## config.mk

```make
export PLATFORM = sky130hd
export DESIGN_NAME = game_fsm
export DESIGN_NICKNAME = d
export VERILOG_FILES = /design/src/rtl/game_pkg.sv /design/src/rtl/bcd_counter_2d.sv /design/src/rtl/game_fsm.sv
export SDC_FILE = /design/constraint.sdc
export NUM_CORES = 1
export LEC_CHECK = 0
export BUFFER_PORTS_ARGS = -buffer_cell sky130_fd_sc_hd__buf_4
export CELL_PAD_IN_SITES_DETAIL_PLACEMENT = 1
export CELL_PAD_IN_SITES_GLOBAL_PLACEMENT = 2
export CORE_MARGIN = 2
export CORE_UTILIZATION = 25
export CTS_BUF_LIST = sky130_fd_sc_hd__clkbuf_8
export DETAILED_ROUTE_END_ITERATION = 8
export GPL_ROUTABILITY_DRIVEN = 0
export GPL_TIMING_DRIVEN = 0
export PLACE_DENSITY = 0.59
export SYNTH_ARGS = -nofsm -noshare
export SYNTH_HDL_FRONTEND = slang
export SYNTH_SLANG_ARGS = --single-unit
```

## constraint.sdc

```tcl
create_clock -name clk -period 2.15 [get_ports clk]
set_clock_uncertainty 0.1 [all_clocks]
set_input_delay 0.43 -clock clk [delete_from_list [all_inputs] [get_ports clk]]
set_output_delay 0.43 -clock clk [all_outputs]
set_load 0.01 [all_outputs]
```

## src/rtl/game_pkg.sv

```systemverilog
// game_pkg: state encodings, BCD width and BCD arithmetic helpers shared by the game FSM.
package game_pkg;
  localparam int BCD_W = 8;
  localparam logic [2:0] IDLE      = 3'd0;
  localparam logic [2:0] COUNTDOWN = 3'd1;
  localparam logic [2:0] PLAY      = 3'd2;
  localparam logic [2:0] GAMEOVER  = 3'd3;

  function automatic logic [BCD_W-1:0] bcd_inc_sat(input logic [BCD_W-1:0] v);
    if (v == 8'h99) return v;
    return (v[3:0] == 4'd9) ? {v[7:4] + 4'd1, 4'd0} : {v[7:4], v[3:0] + 4'd1};
  endfunction

  function automatic logic [BCD_W-1:0] bcd_dec(input logic [BCD_W-1:0] v);
    if (v == 8'h00) return v;
    return (v[3:0] == 4'd0) ? {v[7:4] - 4'd1, 4'd9} : {v[7:4], v[3:0] - 4'd1};
  endfunction

  function automatic logic [BCD_W-1:0] bin2bcd(input int n);
    return {4'(n / 10), 4'(n % 10)};
  endfunction
endpackage

```

## src/rtl/bcd_counter_2d.sv

```systemverilog
// bcd_counter_2d: two-digit BCD counter with load, saturating increment and decrement (load wins).
module bcd_counter_2d
  import game_pkg::*;
(
  input  logic             clk,
  input  logic             rst_n,
  input  logic             load_i,
  input  logic [BCD_W-1:0] load_val_i,
  input  logic             inc_i,
  input  logic             dec_i,
  output logic [BCD_W-1:0] cnt_o
);
  logic [BCD_W-1:0] cnt_q, cnt_d;

  always_comb
    cnt_d = load_i ? load_val_i : inc_i ? bcd_inc_sat(cnt_q) : dec_i ? bcd_dec(cnt_q) : cnt_q;

  always_ff @(posedge clk or negedge rst_n)
    if (!rst_n) cnt_q <= '0;
    else        cnt_q <= cnt_d;

  assign cnt_o = cnt_q;
endmodule

```

## src/rtl/game_fsm.sv

```systemverilog
// game_fsm: countdown / play / game-over controller with BCD timer and score.
// Define HIGH_SCORE_EN to keep a best-score register; otherwise high_score_bcd is 0.
module game_fsm
  import game_pkg::*;
#(
  parameter int TICKS_PER_SEC = 100000000,
  parameter int COUNTDOWN_SEC = 5,
  parameter int GAME_SEC      = 30
) (
  input  logic             clk,
  input  logic             rst_n,
  input  logic             start,
  input  logic             hit,
  output logic [2:0]       current_state,
  output logic [3:0]       countdown_timer,
  output logic [BCD_W-1:0] game_timer_bcd,
  output logic [BCD_W-1:0] score_bcd,
  output logic [BCD_W-1:0] high_score_bcd
);
  localparam int PW = (TICKS_PER_SEC > 1) ? $clog2(TICKS_PER_SEC) : 1;
  localparam logic [PW-1:0] TICK_MAX = PW'(TICKS_PER_SEC - 1);

  logic [2:0]       state_q, state_d;
  logic [3:0]       cd_q, cd_d;
  logic [PW-1:0]    presc_q, presc_d;
  logic             tick, sc_load, sc_inc, gt_load, gt_dec;
  logic [BCD_W-1:0] score, gtime;

  assign tick   = presc_q == TICK_MAX;
  assign sc_inc = (state_q == PLAY) && hit;
  assign gt_dec = (state_q == PLAY) && tick;

  always_comb begin
    state_d = state_q;
    cd_d    = cd_q;
    sc_load = 1'b0;
    gt_load = 1'b0;
    case (state_q)
      IDLE, GAMEOVER: if (start) begin
        state_d = COUNTDOWN;
        cd_d    = 4'(COUNTDOWN_SEC);
        sc_load = 1'b1;
      end
      COUNTDOWN: if (tick) begin
        gt_load = cd_q == 4'd1;
        state_d = gt_load ? PLAY : COUNTDOWN;
        cd_d    = cd_q - 4'd1;
      end
      PLAY: if (tick && gtime == 8'h01) state_d = GAMEOVER;
      default: state_d = IDLE;
    endcase
    // the prescaler restarts on every state change so each phase gets whole seconds
    presc_d = (tick || state_d != state_q) ? '0 : presc_q + 1'b1;
  end

  always_ff @(posedge clk or negedge rst_n)
    if (!rst_n) begin
      state_q <= IDLE;
      cd_q    <= '0;
      presc_q <= '0;
    end else begin
      state_q <= state_d;
      cd_q    <= cd_d;
      presc_q <= presc_d;
    end

  bcd_counter_2d u_score (
    .clk(clk), .rst_n(rst_n), .load_i(sc_load), .load_val_i(8'h00),
    .inc_i(sc_inc), .dec_i(1'b0), .cnt_o(score)
  );

  bcd_counter_2d u_gtime (
    .clk(clk), .rst_n(rst_n), .load_i(gt_load), .load_val_i(bin2bcd(GAME_SEC)),
    .inc_i(1'b0), .dec_i(gt_dec), .cnt_o(gtime)
  );

`ifdef HIGH_SCORE_EN
  logic [BCD_W-1:0] hs_q, final_score;
  // a hit on the last tick still counts, so compare against the score's next value
  assign final_score = sc_inc ? bcd_inc_sat(score) : score;
  always_ff @(posedge clk or negedge rst_n)
    if (!rst_n) hs_q <= '0;
    else if (state_q == PLAY && state_d == GAMEOVER && final_score > hs_q) hs_q <= final_score;
  assign high_score_bcd = hs_q;
`else
  assign high_score_bcd = 8'h00;
`endif

  assign current_state   = state_q;
  assign countdown_timer = cd_q;
  assign game_timer_bcd  = gtime;
  assign score_bcd       = score;
endmodule

```

# Word level (Yosys, flattened, before mapping)
# Index checks and enable logic that the tools add are counted.
[totals]
wordCells = 67
output_inout_bits = 31
regBits = 50
[op_classes]
mux = 23
eq_ne = 13
add_sub_neg = 6
n_reduce_logical = 18
[op_table]
columns = ["operator", "count"]
rows = [
  ["2-to-1 mux 8 bit", 8],
  ["adder 27 x 1 -> 27 bit, second input constant", 1],
  ["equality test 27 bit, second input constant", 1],
  ["2-to-1 mux 27 bit", 1],
  ["subtractor 4 x 1 -> 4 bit, second input constant", 3],
  ["2-to-1 mux 3 bit", 3],
  ["case mux 3 bit (3 select lines)", 1],
  ["AND reduction 3 bit", 3],
  ["adder 4 x 1 -> 4 bit, second input constant", 2],
  ["equality test 8 x 1 -> 1 bit, second input constant", 1],
  ["equality test 8 bit, second input constant", 1],
  ["logical NOT 8 bit", 1],
  ["2-to-1 mux 4 bit", 2],
  ["case mux 4 bit (2 select lines)", 1],
  ["equality test 3 x 2 -> 1 bit, second input constant", 2],
  ["2-to-1 mux 1 bit", 6],
  ["!= test 3 x 2 -> 1 bit, second input constant", 2],
  ["nonzero test 2 bit", 3],
  ["nonzero test 3 bit", 2],
  ["equality test 4 x 1 -> 1 bit, second input constant", 1],
  ["equality test 4 bit, second input constant", 1],
  ["logical NOT 4 bit", 1],
  ["!= test 2 bit, second input constant", 2],
  ["AND reduction 2 bit", 2],
  ["other kinds (7)", 9],
]

# Longest topological paths before layout
# Gate-level depths: netlist (run 1).
[logic_depth]
word_depth = 7
mapped_depth = 7

# Hierarchy
# A second synthesis (run 1) with hierarchy kept.
[unflattened]
hier_cells = 415
hier_area_um2 = 3612.2
[by_module_without_submodules]
columns = ["mod", "area_per_inst_um2", "instances", "cells_each"]
rows = [
  ["game_fsm", 2010.7, 1, 219],
  ["bcd_counter_2d", 800.8, 2, 98],
]

# Worst setup path after synthesis (run 1)
# OpenSTA, ideal clock, no wires.
[synth_timing]
kind = "register -> register"
from = "reg presc_q[0]"
to = "reg presc_q[23]"
arrival_ps = 1626
path_stages_with_launch = 8
slack_ps = 306
setup_ps = 119
cell_sequence = "dfrtp_1 ha_1 and4_4 nand2_1 or3_4 nand3_4 buf_6 nor2_1"
[synth_via]
elab_chain_cells = 7
elab_cells_between_ends = 9
[synth_rtl]
columns = ["element", "line_no", "rtl"]
rows = [
  ["from (decl)", "game_fsm.sv:25", "logic [PW-1:0] presc_q, presc_d;"],
  ["from (signal assigned)", "game_fsm.sv:64", "presc_q <= presc_d;"],
  ["equality test 27 bit", "game_fsm.sv:29", "assign tick = presc_q == TICK_MAX;"],
  ["logical AND 1 bit", "game_fsm.sv:49", "PLAY: if (tick && gtime == 8'h01) state_d = GAMEOVER;"],
  ["2-to-1 mux 3 bit", "game_fsm.sv:49", ""],
  ["case mux 3 bit (3 select lines)", "game_fsm.sv:38", "case (state_q)"],
  ["!= test 3 bit", "game_fsm.sv:53", "presc_d = (tick || state_d != state_q) ? '0 : presc_q + 1'b1;"],
  ["logical OR 1 bit", "game_fsm.sv:53", ""],
  ["2-to-1 mux 27 bit (*)", "game_fsm.sv:53", ""],
  ["net presc_d[23]", "game_fsm.sv:25", ""],
]
# Mark *: on every way through the listed nets, which the timed path passes. The rest lies on a longest branch.
# A chain may end at the register's enable or synchronous reset.

# Worst setup path after layout (run 1)
[layout_timing]
from = "reg presc_q[0]"
to = "reg u_gtime.cnt_q[5] (netlist: u_gtime.cnt_o[5])"
[layout_via]
elab_chain_cells = 5
elab_cells_between_ends = 9
[layout_rtl]
columns = ["element", "line_no", "rtl"]
rows = [
  ["equality test 27 bit (*)", "game_fsm.sv:29", ""],
  ["2-to-1 mux 1 bit", "game_fsm.sv:44", "COUNTDOWN: if (tick) begin"],
  ["2-to-1 mux 1 bit", "game_fsm.sv:38", ""],
  ["!= test 3 x 2 -> 1 bit (no line) (tied with other cells)", "--", ""],
  ["AND reduction 3 bit (no line)", "--", ""],
  ["to (signal assigned)", "bcd_counter_2d.sv:20", "else cnt_q <= cnt_d;"],
  ["to (decl)", "bcd_counter_2d.sv:13", "logic [BCD_W-1:0] cnt_q, cnt_d;"],
]
# Every way passes the cells marked *; elsewhere a longest branch is shown, timed or not.

==> results of run 1 <==
-- area by class of cell --
| class | instances | share of cell area |
|---|---|---|
| multi-input combinational | 222 | 0.436 |
| sequential | 50 | 0.364 |
| timing repair buffer | 34 | 0.0741 |
| tap | 140 | 0.0509 |
| buffer | 12 | 0.0287 |
| clock buffer | 5 | 0.0200 |
| inverter | 13 | 0.0142 |
| clock inverter | 3 | 0.0120 |
-- worst max-delay path: stages (launching register included) --
cell and delay [ns]:
dfrtp_1 0.40, ha_2 0.22, and4_4 0.26, nand2_1 0.13
or3_4 0.44, buf_4 0.15, nor3_1 0.16, a211o_1 0.12
-- final timing paths --
kind	startpoint	endpoint	slack, ns	cells after the start
max	presc_q[0]$_DFF_PN0_	u_gtime.cnt_o[5]$_DFFE_PN0P_	0.12	7
min reg2reg	presc_q[7]$_DFF_PN0_	presc_q[7]$_DFF_PN0_	0.45	2
min in group clk	start	current_state[1]$_DFF_PN0_	0.36	3
max in group asynchronous	rst_n	presc_q[10]$_DFF_PN0_	1.42	1
max reg2reg	presc_q[0]$_DFF_PN0_	u_gtime.cnt_o[5]$_DFFE_PN0P_	0.12	7
min	rst_n	u_score.cnt_o[3]$_DFFE_PN0P_	0.04	1
-- routing by layer --
layer  GRT usage  routed length, µm
met3      0.0224                191
met1       0.156               3260
met4      0.0250                 50
met2       0.191               3280
met5           0                  0
-- through the flow --
stage | total power [µW] | util | hold WS (ns) | setup WS [ns] | cell area [µm²]
after floorplan | 1030 | - | 0.0344 | 0.306 | 2880
after global placement | 1070 | 0.296 | 0.375 | 0.0870 | 3250
after detailed placement | 1070 | 0.296 | 0.381 | 0.0764 | 3250
after CTS | 1780 | 0.306 | 0.0785 | 0.0604 | 3360
after global routing | 1830 | 0.314 | 0.0863 | 0.0135 | 3440
final | 1750 | 0.314 | 0.0351 | 0.124 | 3440
-- layout by cell type (no fill, tap or decap), types with 2 or more instances in the layout --
master,n
dfrtp_1,48
nor2_1,48
nand3_1,12
nor3_2,2
inv_1,14
or3_1,4
nand4bb_1,3
nor2b_1,3
nor4_2,4
o21ai_0,10
nand3b_1,4
xor2_1,9
ha_1,6
clkbuf_8,5
dfrtp_2,2
nor3b_1,2
and4_1,2
and4bb_2,2
nor3_1,8
a21oi_1,5
xnor2_1,22
nand4_2,2
and2_2,2
buf_4,42
nand2b_1,2
mux2i_1,4
nor4_1,5
and2_1,5
buf_6,3
conb_1,9
nand2_1,18
nand4_1,7
-- sequential cells by signal (all words and copies together), names as in the netlist --
name             count
presc_q             27
u_gtime.cnt_o        8
u_score.cnt_o        8
countdown_timer      4
current_state        3
-- what timing repair did --
action,in CTS,in global routing
setup endpoints to repair,0,30
resized for setup,0,8
buffers inserted,0,8
-- cells by family (layout without fill, tap and decap cells) --
family / after synthesis / count (layout) / synth area share
muxes: 4 / 4 / 0.0141
xor gates and xnor gates: 31 / 31 / 0.0953
adders and majority gates: 7 / 7 / 0.0308
and+or+nand+nor: 149 / 149 / 0.318
other: 1 / 9 / 0.00132
AOI/OAI and AO/OA: 22 / 22 / 0.0501
DFF: 50 / 50 / 0.439
buffers and inverters: 25 / 67 / 0.0514
-- power groups by stage --
stage / sequential (µW) / clock [µW] / combinational, µW
2_1_floorplan: 974 / 0 / 52.8
3_3_place_gp: 975 / 0 / 97.8
3_5_place_dp: 975 / 0 / 97.9
4_1_cts: 956 / 725 / 98.2
5_1_grt: 958 / 757 / 114
6_report: 956 / 695 / 98.8
==> impl_metrics.toml, run 1 <==
[yosys]
yosysSeqAreaShare = 0.439
synth.largest_area_cell = "dfrtp_1"
synthDistinctLibCells = 52
synth_common_cells = "dfrtp_1 (50), nor2_1 (48), xnor2_1 (22)"
synth_edf_count = 0
synth-seq-cells = 50
synth_cells = 289
syn_area_um2 = 2850
yosysWarnings = 0
synth.area.top_cells = "dfrtp_1 (44%), xnor2_1 (6.8%), nor2_1 (6.3%)"
yosysTopAreaCellShare = 0.439
async_flop_share = 1.00
syn_area_per_cell_um2 = 9.85
synth-main-ff-cell = "dfrtp_1"
yosysMostFrequentCell = "dfrtp_1"

[placed_design]
hpwlAfterDp_um = 4810
place_inst = 463
port-buffer-count = 26

[job]
cap_violations = 0

[power]
internal_power_uw = 1330
p_leak_uw = 0.00146
p_clk_frac = 0.397
irDropWorstVdd_mv = 0.229
powerDensity_nw_per_um2 = 508
p_switching_uw = 423
sw_frac_of_total = 0.242
pwr-share-seq = 0.546
combPwrFrac = 0.056

[cells_and_area]
syn_to_final_growth_pct = 20.9
n_antenna_cell = 0
fin_cells = 479
ff_latch_area_um2 = 1250
multiInputGateArea_um2 = 1500
fin_nets = 349
fillers = 1283
drive_above_1_share = 0.248

[route]
drc = 0
first_pass_iters = 7
wl_um = 6790
postRouteAntennaNets = 0
via_count = 2202
via_per_inst = 4.60
drt_iter0_markers = 61
wl_per_cell_um = 14.2

[global_routing]
grt_first_pass_wirelength_um = 11800
grt_max_degree = 51
track_usage = 0.115
grt.overflow.total = 0
grt_pass1_vias = 2304
antenna_found_initial = 0

[clock_network]
cts_tree = "built"
clock_latency_ns = 0.31
htreeDepth = 2
clock-sinks = 50
clockBufferDepth = 2
clockRootBuffer = "clkbuf_8"
holdBufCountCts = 0
clkTransAtPathRegs_ns = 0.11
cts_buffers = 5

[worst_hold_path]
min_path_type = "primary input to async pin"

[sta]
fin_tns_setup_ns = 0
finalHoldViolations = 0
fin_crit_ns = 2.03
min_period_over_period = 0.943
clock.fmax_mhz = 493
drv_slew = 0
rsz0062_at_grt = "false"
tightest_slew_ns = 0.681
finalSetupViolCount = 0
relSlewSlack = 0.546

[floorplan]
die_height_um = 111
rows = 38
initial_utilization = 0.259
core_um2 = 11000
die-area_um2 = 12300
die_w_um = 111
num_io_pins = 35

[setup_path]
startpoint_type = "flip-flop"
crit_type = "flip-flop to flip-flop"
cp-end-kind = "flip-flop"
worstPathArrival_ns = 2.19
cp_data_required_time_ns = 2.31
path_max_fanout = 5

[outcome]
status = "complete, no violations"
Note: power is estimated with default switching activity, not from simulation.
==> run 2: changes to the inputs <==
Settings changed: ABC_AREA from default to 1, CTS_BUF_LIST sky130_fd_sc_hd__clkbuf_8 to default, PLACE_DENSITY 0.59 to 0.61.
==> impl_metrics.toml, run 2 <==
[route]
first_pass_iters = 4
drc = 0
via_per_inst = 4.19
drt_iter0_markers = 54
via_count = 2528
postRouteAntennaNets = 0
wl_per_cell_um = 13.2
wl_um = 7980

[setup_path]
r2r_end = "presc_q[21]$_DFF_PN0_"
cp-end-kind = "flip-flop"
cp_top_family = "simple AND/OR/NAND/NOR gates"
critPathMaxStageDelay_ns = 0.37
crit_type = "flip-flop to flip-flop"
crit_chain = "ha_2 > nand2_2 > nor2_4 > nand2_4 > inv_4 > nand2_4 > nor2_8 > nand3_2 > nand3_2 > nand3_4 > nand2_8 > clkbuf_16 > nor2_4"
cp_data_required_time_ns = 2.23
crit_path_start = "presc_q[0]$_DFF_PN0_"
startpoint_type = "flip-flop"
path_max_fanout = 8
r2r_cells = 13
r2r_start = "presc_q[0]$_DFF_PN0_"
crit_buf_inv = 2
cpMaxStageDelayCell = "dfrtp_1"
reg2reg_slack_ns = 0.08
worstPathArrival_ns = 2.15

[clock_network]
htreeDepth = 2
clock_latency_ns = 0.30
clockBufferDepth = 2
cts_tree = "built"
clkTransAtPathRegs_ns = 0.07
clockRootBuffer = "clkbuf_16"
cts_buffers = 5
clock-sinks = 50

[cells_and_area]
fin_nets = 441
multiInputGateArea_um2 = 1710
largest_register_ffs = 27
final_cell_mix = "nand2_1 (58), dfrtp_1 (50), inv_1 (45)"
n_antenna_cell = 0
final_common_cell = "nand2_1"
ff_latch_area_um2 = 1250
top_register = "presc_q"
drive_above_1_share = 0.274
fillers = 1527
syn_to_final_growth_pct = 24.2

[yosys]
syn_area_per_cell_um2 = 8.37
yosysTopAreaCellShare = 0.394
yosysWarnings = 0
synth.largest_area_cell = "dfrtp_1"
synth_edf_count = 0
synth_common_cells = "nand2_1 (60), dfrtp_1 (50), inv_1 (45)"
yosysSeqAreaShare = 0.394
synth-main-ff-cell = "dfrtp_1"
synth.area.top_cells = "dfrtp_1 (39%), nor2_4 (8.5%), nand2_1 (7.1%)"
synthDistinctLibCells = 35
synth-seq-cells = 50
syn_area_um2 = 3180
synth_cells = 380
async_flop_share = 1.00
yosysMostFrequentCell = "nand2_1"

[power]
p_switching_uw = 538
combPwrFrac = 0.109
irDropWorstVdd_mv = 0.265
powerDensity_nw_per_um2 = 540
p_leak_uw = 0.00172
pwr-share-seq = 0.457
internal_power_uw = 1590
p_clk_frac = 0.435
sw_frac_of_total = 0.252

[global_routing]
antenna_found_initial = 0
grt.overflow.total = 0
grt_first_pass_wirelength_um = 13200
grt_max_degree = 51
grt_pass1_vias = 2626
track_usage = 0.126

[sta]
drv_slew = 0
relSlewSlack = 0.533
fin_crit_ns = 2.07
rsz0062_at_grt = "true"
tightest_slew_ns = 0.700
clock.fmax_mhz = 483
min_period_over_period = 0.963
finalHoldViolations = 0
worst_slack_ns = 0.0791
holdWs_ns = 0.0657
finalSetupViolCount = 0

[placed_design]
dpl_worst_slack_ns = -0.0141
hpwlAfterDp_um = 5950
port-buffer-count = 26

[floorplan]
num_io_pins = 35
die_w_um = 117
die_height_um = 117
initial_utilization = 0.254
core_um2 = 12500
rows = 41
die-area_um2 = 13600

[outcome]
status = "complete, no violations"

[worst_hold_path]
min_path_type = "primary input to async pin"

[job]
cap_violations = 0
[run 2: metal layers]
metal / part of all wire / up-vias / global-route usage
li1: - / 1277 / -
met4: 0.018 / 0 / 0.0494
met2: 0.48 / 29 / 0.200
met5: 0 / - / 0
met1: 0.48 / 1212 / 0.167
met3: 0.028 / 10 / 0.0283
[run 2: worst max-delay path by stage]
stage                            endpoint  slack [ns]  depth (start not counted)
floorplan           presc_q[15]$_DFF_PN0_        0.32                         13
global placement    presc_q[24]$_DFF_PN0_       -0.01                          8
detailed placement  presc_q[22]$_DFF_PN0_       -0.01                          6
CTS                 presc_q[24]$_DFF_PN0_        0.01                          8
global route        presc_q[18]$_DFF_PN0_       -0.04                         13
finish              presc_q[21]$_DFF_PN0_        0.08                         13
[run 2: cell type report]
type                    count  share of cell area
multi-input cells         272               0.432
flip-flops and latches     50               0.317
repair buffers             35              0.0754
well taps                 172              0.0545
inverters                  56              0.0542
clock buffers               5              0.0317
plain buffers              10              0.0253
clock inverters             3              0.0101
[run 2: power by group through the flow]
| stage | clock network (µW) | registers [µW] | logic, µW |
|---|---|---|---|
| 2_1_floorplan | 0 | 993 | 129 |
| 3_3_place_gp | 0 | 992 | 200 |
| 3_5_place_dp | 0 | 992 | 203 |
| 4_1_cts | 977 | 974 | 203 |
| 5_1_grt | 1000 | 976 | 262 |
| 6_report | 926 | 974 | 231 |
[run 2: cells by family after synthesis]
group,synth area share
AOI/OAI and AO/OA,0.0496
xor gates and xnor gates,0.0716
adders and majority gates,0.0275
buffers and inverters,0.0988
DFF,0.394
muxes,0.00315
other,0.00118
and+or+nand+nor,0.355
[run 2: what timing repair did]
action                     CTS  global route
hold buffers                 0             0
setup endpoints to repair    1            23
pin swaps                    0             5
buffers inserted             0             7
gates resized for setup      1            11
cloned                       0             2
[run 2: per-stage QoR]
step / TNS, ns / power [µW] / instance area (µm²) / std cells / utilization
after floorplan: 0 / 1120 / 3210 / 388 / -
after global placement: -0.0147 / 1190 / 3620 / 586 / 0.289
after detailed placement: -0.0141 / 1190 / 3620 / 586 / 0.289
after CTS: 0 / 2150 / 3790 / 594 / 0.303
after global routing: -0.581 / 2240 / 3950 / 603 / 0.315
final: 0 / 2130 / 3950 / 603 / 0.315
==> run 3: changes to the inputs <==
Settings changed: CELL_PAD_IN_SITES_DETAIL_PLACEMENT 1 to default, CELL_PAD_IN_SITES_GLOBAL_PLACEMENT 2 to default, PLACE_DENSITY 0.61 to 0.42.
==> impl_metrics.toml, run 3 (synthesis results as in run 2) <==
[outcome]
status = "complete, no violations"

[clock_network]
cts_buffers = 5
clkTransAtPathRegs_ns = 0.07
clockRootBuffer = "clkbuf_16"
holdBufCountCts = 0
clock_latency_ns = 0.29
htreeDepth = 2
cts_tree = "built"
clockBufferDepth = 2
clock-sinks = 50

[setup_path]
crit_path_start = "presc_q[0]$_DFF_PN0_"
crit_type = "flip-flop to flip-flop"
cp-end-kind = "flip-flop"
crit_chain = "ha_2 > nand2_2 > nor2_4 > nand2_4 > inv_4 > nand2_4 > nor2_8 > nand3_2 > nand3_2 > nand3_4 > nand2_8 > clkbuf_16 > nor2_4"
startpoint_type = "flip-flop"
path_max_fanout = 5
cpMaxStageDelayCell = "dfrtp_1"
cp_data_required_time_ns = 2.22
r2r_start = "presc_q[0]$_DFF_PN0_"
reg2reg_slack_ns = 0.11
crit_buf_inv = 2
cp_top_family = "simple AND/OR/NAND/NOR gates"
critPathMaxStageDelay_ns = 0.37
worstPathArrival_ns = 2.11

[sta]
finalSetupViolCount = 0
finalHoldViolations = 0
tightest_slew_ns = 0.664
relSlewSlack = 0.557
fin_crit_ns = 2.04
min_period_over_period = 0.949
clock.fmax_mhz = 490
drv_slew = 0
holdWs_ns = 0.0719

[worst_hold_path]
min_path_type = "primary input to async pin"

[global_routing]
antenna_found_initial = 0
grt_pass1_vias = 2428
track_usage = 0.108
grt_max_degree = 51
grt_first_pass_wirelength_um = 11700
grt.overflow.total = 0

[cells_and_area]
fin_nets = 439
drive_above_1_share = 0.266
largest_register_ffs = 27
syn_to_final_growth_pct = 23.4
final_cell_mix = "nand2_1 (59), dfrtp_1 (50), inv_1 (44)"
final_common_cell = "nand2_1"
n_antenna_cell = 0
top_register = "presc_q"

[placed_design]
port-buffer-count = 26
hpwlAfterDp_um = 5080

[floorplan]
die-area_um2 = 13600
die_w_um = 117
die_height_um = 117
rows = 41
initial_utilization = 0.254
core_um2 = 12500
num_io_pins = 35

[route]
wl_um = 6960
postRouteAntennaNets = 0
wl_per_cell_um = 11.6
via_per_inst = 4.18
drt_iter0_markers = 54
via_count = 2505
drc = 0
first_pass_iters = 4

[power]
p_leak_uw = 0.00171
powerDensity_nw_per_um2 = 536
irDropWorstVdd_mv = 0.263
fin_total_pwr_uw = 2100

[job]
cap_violations = 0
run 3: changes by cell type in the layout (fill, tap and decap cells not counted), sizes merged:
| cell | before | now |
|---|---|---|
| nand2 | 69 | 70 |
| clkinv | 4 | 3 |
| buf | 43 | 40 |
run 3: worst reg2reg max path, stage by stage, from the launching register on:
cell	delay, ns
dfrtp_1	0.37
ha_2	0.19
nand2_2	0.07
nor2_4	0.16
nand2_4	0.10
inv_4	0.07
nand2_4	0.06
nor2_8	0.15
nand3_2	0.10
nand3_2	0.10
nand3_4	0.11
nand2_8	0.14
clkbuf_16	0.18
nor2_4	0.03
run 3: per-stage QoR:
step            util  setup WS, ns  cells  TNS [ns]  area, µm²
6_report       0.313         0.109    600         0       3920
5_1_grt        0.313      -0.00585    600   -0.0116       3920
4_1_cts        0.302        0.0637    593         0       3780
3_5_place_dp   0.289        0.0794    586         0       3620
3_3_place_gp   0.289        0.0525    586         0       3620
2_1_floorplan      -         0.316    388         0       3210
run 3: what timing repair did:
| item | 4_1_cts | 5_1_grt |
|---|---|---|
| setup endpoints to repair | 0 | 25 |
| resized for setup | 0 | 11 |
| buffers inserted | 0 | 4 |
run 3: layer usage:
layer,track usage,vias up,share of wire
met4,0.0204,0,0.010
li1,-,1296,-
met3,0.0216,4,0.030
met5,0,-,0
met1,0.151,1167,0.48
met2,0.175,38,0.48
run 3: path summary, 6_finish.rpt:
kind                            cells past startpoint                        endpoint
worst min register to register                      1            presc_q[0]$_DFF_PN0_
worst max register to register                     13            presc_q[7]$_DFF_PN0_
worst max-delay path                               13            presc_q[7]$_DFF_PN0_
min in group clk                                    1            presc_q[0]$_DFF_PN0_
max in group asynchronous                           1  countdown_timer[2]$_DFFE_PN0P_
worst min-delay path                                1           presc_q[11]$_DFF_PN0_
run 3: layout make-up:
class	instances	area, µm²
fill	1394	8590
multi-input combinational	273	1700
sequential	50	1250
timing repair buffer	32	275
tap	172	215
inverter	56	214
clock buffer	5	125
buffer	10	100
clock inverter	2	38.8
run 3: power breakdown:
part	internal, µW	total, µW	switching, µW
sequential	957	973	15.9
combinational	92.8	234	141
clock	545	896	351
